$ cat src/rtl/edge_det_pkg.sv
// Shared types and helpers for the multi-channel edge detector.
package edge_det_pkg;

    typedef enum logic [1:0] {
        MODE_OFF  = 2'b00,
        MODE_RISE = 2'b01,
        MODE_FALL = 2'b10,
        MODE_BOTH = 2'b11
    } edge_mode_t;

    // Width of a counter that must hold 0..debounce-1; never narrower than one bit.
    function automatic int unsigned dcnt_width(input int unsigned debounce);
        return (debounce > 1) ? int'($clog2(debounce)) : 1;
    endfunction

endpackage

$ cat src/rtl/edge_detector_chan.sv
// One channel: synchroniser, debounce filter, edge pulses, sticky pending flag and event counter.
module edge_detector_chan
    import edge_det_pkg::*;
#(
    parameter int unsigned SYNC_STAGES = 2,
    parameter int unsigned DEBOUNCE    = 4,
    parameter int unsigned CNT_W       = 8
) (
    input  logic             clk,
    input  logic             reset,
    input  logic             a,
    input  edge_mode_t       mode,
    input  logic             clr,
    output logic             pos_edge,
    output logic             neg_edge,
    output logic             event_pending,
    output logic [CNT_W-1:0] event_cnt
);

    localparam int unsigned DCNT_W = dcnt_width(DEBOUNCE);
    localparam logic [DCNT_W-1:0] DCNT_LAST = DCNT_W'(DEBOUNCE - 1);
    localparam logic [CNT_W-1:0]  CNT_MAX   = '1;
    localparam logic [CNT_W-1:0]  CNT_ONE   = CNT_W'(1);

    logic [SYNC_STAGES-1:0] sync_q;
    logic                   s;
    logic                   filt_q;
    logic [DCNT_W-1:0]      dcnt_q;
    logic                   qualified;
    logic [CNT_W-1:0]       cnt_inc;

    assign s = sync_q[SYNC_STAGES-1];

    // Synchroniser chain; bit 0 samples the raw asynchronous input.
    always_ff @(posedge clk) begin
        if (reset) begin
            sync_q <= '0;
        end else begin
            sync_q <= {sync_q[SYNC_STAGES-2:0], a};
        end
    end

    // Debounce: the filtered level flips only after DEBOUNCE consecutive disagreeing cycles.
    always_ff @(posedge clk) begin
        if (reset) begin
            filt_q   <= 1'b0;
            dcnt_q   <= '0;
            pos_edge <= 1'b0;
            neg_edge <= 1'b0;
        end else if (s != filt_q) begin
            if (dcnt_q == DCNT_LAST) begin
                filt_q   <= s;
                dcnt_q   <= '0;
                pos_edge <= s;
                neg_edge <= ~s;
            end else begin
                dcnt_q   <= dcnt_q + DCNT_W'(1);
                pos_edge <= 1'b0;
                neg_edge <= 1'b0;
            end
        end else begin
            dcnt_q   <= '0;
            pos_edge <= 1'b0;
            neg_edge <= 1'b0;
        end
    end

    assign qualified = (pos_edge & ((mode == MODE_RISE) || (mode == MODE_BOTH)))
                     | (neg_edge & ((mode == MODE_FALL) || (mode == MODE_BOTH)));

    assign cnt_inc = (event_cnt == CNT_MAX) ? CNT_MAX : event_cnt + CNT_ONE;

    // A qualified edge beats a simultaneous clear, restarting the count at one.
    always_ff @(posedge clk) begin
        if (reset) begin
            event_pending <= 1'b0;
            event_cnt     <= '0;
        end else if (qualified) begin
            event_pending <= 1'b1;
            event_cnt     <= clr ? CNT_ONE : cnt_inc;
        end else if (clr) begin
            event_pending <= 1'b0;
            event_cnt     <= '0;
        end
    end

endmodule

$ cat src/rtl/edge_detector_mc.sv
// Multi-channel edge detector: N_CH independent channels plus a global event flag.
module edge_detector_mc
    import edge_det_pkg::*;
#(
    parameter int unsigned N_CH        = 4,
    parameter int unsigned SYNC_STAGES = 2,
    parameter int unsigned DEBOUNCE    = 4,
    parameter int unsigned CNT_W       = 8
) (
    input  logic                  clk,
    input  logic                  reset,
    input  logic [N_CH-1:0]       a,
    input  logic [2*N_CH-1:0]     mode,
    input  logic [N_CH-1:0]       clr,
    output logic [N_CH-1:0]       pos_edge,
    output logic [N_CH-1:0]       neg_edge,
    output logic [N_CH-1:0]       event_pending,
    output logic [N_CH*CNT_W-1:0] event_cnt,
    output logic                  any_event
);

    for (genvar i = 0; i < N_CH; i++) begin : g_chan
        edge_detector_chan #(
            .SYNC_STAGES (SYNC_STAGES),
            .DEBOUNCE    (DEBOUNCE),
            .CNT_W       (CNT_W)
        ) u_chan (
            .clk           (clk),
            .reset         (reset),
            .a             (a[i]),
            .mode          (edge_mode_t'(mode[2*i +: 2])),
            .clr           (clr[i]),
            .pos_edge      (pos_edge[i]),
            .neg_edge      (neg_edge[i]),
            .event_pending (event_pending[i]),
            .event_cnt     (event_cnt[i*CNT_W +: CNT_W])
        );
    end

    assign any_event = |event_pending;

endmodule

$ cat config.mk
export PLATFORM = sky130hd
export DESIGN_NAME = edge_detector_mc
export DESIGN_NICKNAME = d
export VERILOG_FILES = /design/src/rtl/edge_det_pkg.sv /design/src/rtl/edge_detector_chan.sv /design/src/rtl/edge_detector_mc.sv
export SDC_FILE = /design/constraint.sdc
export NUM_CORES = 1
export LEC_CHECK = 0
export CORE_ASPECT_RATIO = 0.6
export CORE_UTILIZATION = 30
export CTS_BUF_LIST = sky130_fd_sc_hd__clkbuf_8
export DETAILED_ROUTE_END_ITERATION = 8
export HOLD_SLACK_MARGIN = 0.12
export SLEW_MARGIN = 20
export SYNTH_ARGS = -nofsm -noshare
export SYNTH_HDL_FRONTEND = slang
export SYNTH_SLANG_ARGS = --single-unit
$ cat constraint.sdc
create_clock -name clk -period 4.7 [get_ports clk]
set_clock_uncertainty 0.2 [all_clocks]
set_input_delay 0.94 -clock clk [delete_from_list [all_inputs] [get_ports clk]]
set_output_delay 0.94 -clock clk [all_outputs]
set_load 0.05 [all_outputs]
==> reports/metrics.yaml <==
ys_types: 43
fp.dieW_um: 129
io_pins: 63
yosys_warnings: 0
postCtsHoldBufs: 0
fmax_mhz: 328
finalMaxSlewViolations: 0
drc: 0
r2r_cells: 4
outcome: "finished, final reports clean"
layout_setup_ws_ns: 1.65
multiInputGateArea_um2: 1400
die_area_um2: 10000
r2r_setup_slack_ns: 2.91
dpl_cell_area_um2: 3510
criticalPathCategory: "reg -> out"
syn_avg_cell_area_um2: 9.83
avgRoutedWirePerCell_um: 13.9
finalCritPeriodShare_pct: 64.8
clk_latency_ns: 0.34
start_util_pct: 31.2
stdcell_area_um2: 3660
syn-num-nets: 320
cts_buffer_depth: 2
clk_pin_slew_ns: 0.06
portBuffers: 62
fill_cells: 934
whs_endpoint: "g_chan[2].u_chan.dcnt_q[0]$_SDFF_PP0_"
crit_fanout: 3
reg2reg_to: "g_chan[1].u_chan.event_cnt[0]$_SDFFE_PP0P_"
drive_gt1_share_pct: 7.23
cts_setup_buffers: 0
grt_setup_unrepaired: "false"
area_growth_pct: 26.6
grt_pass1_wl_um: 10900
period_minus_slack_ns: 3.05
routed_via_density: 5.07
worstMarginPinSlew_ns: 0.719
drt_iter0_drc: 173
dpl_worst_slack_ns: 1.68
yosysSeqAreaShare_pct: 44.3
clockRootBuffer: "clkbuf_8"
synth_edf_count: 0
whs_path_depth: 1
worst_path_max_delay_cell: "clkdlybuf4s50_1"
antenna_cells: 0
synthesis.area_um2: 2890
synth_cells: 294
dieHeight_um: 78.0
final_hold_viol_count: 0
slowest_delay_ns: 0.72
p_leak_nw: 1.25
ys.flop_type: "dfxtp_1"
cts-resized-gates: 0
routed_wl_um: 6590
path_cells: "or4_1 -> clkdlybuf4s50_1"
ir_drop_mv: 0.116
worstPathArrival_ns: 1.91
holdCritStartpoint: "g_chan[2].u_chan.dcnt_q[0]$_SDFF_PP0_"
htreeDepth: 3
ys_ff_latch: 64
p_total_mw: 0.968
cp.required_ns: 3.56
maxSlewHeadroom_pct: 51.9
grt_overflow: 0
cts.sink_count: 64
crit_path_end_kind: "primary output"
start_kind: "register"
grt_pass1_vias: 2144
vias: 2411
drv_cap: 0
grt_max_degree: 22
dp_hpwl_um: 4660
firstDrtPassIters: 4
cts_inserted_buffers: 9
setup-tns-final_ns: 0
cts_tree: "yes"
core_um2: 9260
place_congestion: 0.828
regArea_um2: 1280
powerDensity_nw_per_um2: 265
final-setup-viol-count: 0
worstSetupStartpoint: "g_chan[3].u_chan.event_pending$_SDFFE_PP0P_"
async_flop_share_pct: 0
grtUsageTotal_pct: 14.1
fin_util_pct: 39.5
antenna_found_initial: 0
nNetsFinal: 369
min_path_type: "reg -> reg"
row_count: 27
ant_nets: 0
regToRegStartpoint: "g_chan[1].u_chan.event_cnt[0]$_SDFFE_PP0P_"
flip-flops by register name (all words and copies together) (netlist names):
signal / count
g_chan.u_chan.event_pending: 4
g_chan.u_chan.neg_edge: 4
g_chan.u_chan.sync_q: 8
g_chan.u_chan.dcnt_q: 8
g_chan.u_chan.pos_edge: 4
g_chan.u_chan.event_cnt: 32
g_chan.u_chan.filt_q: 4
per-stage QoR:
step,hold slack (ns),instances
final,0.221,476
after global routing,0.247,476
after CTS,0.224,476
after detailed placement,0.212,462
after global placement,0.205,462
after floorplan,0.197,294
cell usage after synthesis (8+ instances only):
cell type	number	area share [%]
and3_1	11	2.4
a211oi_1	15	3.9
dfxtp_1	64	44
ha_1	8	3.5
a21oi_1	13	2.3
nor2b_1	11	2.4
buf_4	12	3.1
a311oi_1	10	3.0
a31oi_1	15	3.2
inv_1	9	1.2
nor4bb_1	8	2.8
nor2_1	25	3.2
report_power, final:
| group | switching (mW) | internal [mW] |
|---|---|---|
| combinational | 0.0141 | 0.0189 |
| sequential | 0.00223 | 0.547 |
| clock | 0.194 | 0.193 |
how the worst max path moves through the flow:
stage / end / slack [ns] / cells after the start
5_1_grt: any_event / 1.59 / 2
6_report: any_event / 1.65 / 2
4_1_cts: any_event / 1.60 / 2
3_5_place_dp: g_chan[1].u_chan.event_cnt[6]$_SDFFE_PP0P_ / 1.68 / 4
3_3_place_gp: g_chan[2].u_chan.event_cnt[3]$_SDFFE_PP0P_ / 1.78 / 4
2_1_floorplan: any_event / 2.49 / 1
layout by cell type, fill, tap and decap left out, types with 3 or more instances in the layout:
master and count:
a211oi_1 15, or3_1 4, a311oi_1 10, mux2i_1 4, xnor2_1 4, clkdlybuf4s50_1 62
a31oi_1 15, and2_1 7, a41oi_1 4, nor4bb_1 8, a22o_1 4, and3b_1 4
nor2b_1 11, nand2_1 6, clkbuf_8 10, nor2_1 25, ha_1 8, a22oi_1 4
dfxtp_1 64, and3_1 11, a21oi_1 13, o21bai_1 3, a211oi_2 4, inv_1 12
and4_1 5, nand2b_1 3
cell families (layout without fill, tap and decap cells):
logic type      count (synthesis)  count (layout)  synth area share, %
xor+xnor                        4               4                 1.21
mux                             4               4                 1.39
simple gates                  102             102                 21.3
fa+ha+maj                       8               8                 3.46
buf+inv                        34              86                 7.23
compound gates                 78              78                 21.1
flops                          64              64                 44.3
critical path: cells and delay by family (launching register included):
kind | cells | cell delay [ns]
buffers and inverters | 1 | 0.72
and+or+nand+nor | 1 | 0.51
DFF | 1 | 0.34
routing by layer:
| layer | track usage (%) | up-vias | wire length (um) |
|---|---|---|---|
| met5 | 0 | - | 0 |
| met4 | 5.76 | 0 | 99 |
| met3 | 5.25 | 13 | 407 |
| met2 | 18.7 | 79 | 2600 |
| met1 | 20.1 | 1129 | 3490 |
| li1 | - | 1190 | - |
layout make-up:
type                    count  share of cell area, %
repair buffers             63                   17.2
clock inverters             4                  0.444
clock buffers              10                   3.76
well taps                 130                   4.44
flip-flops and latches     64                   35.0
multi-input cells         196                   38.3
inverters                   9                  0.923
Power figures use the tool's default switching activity.
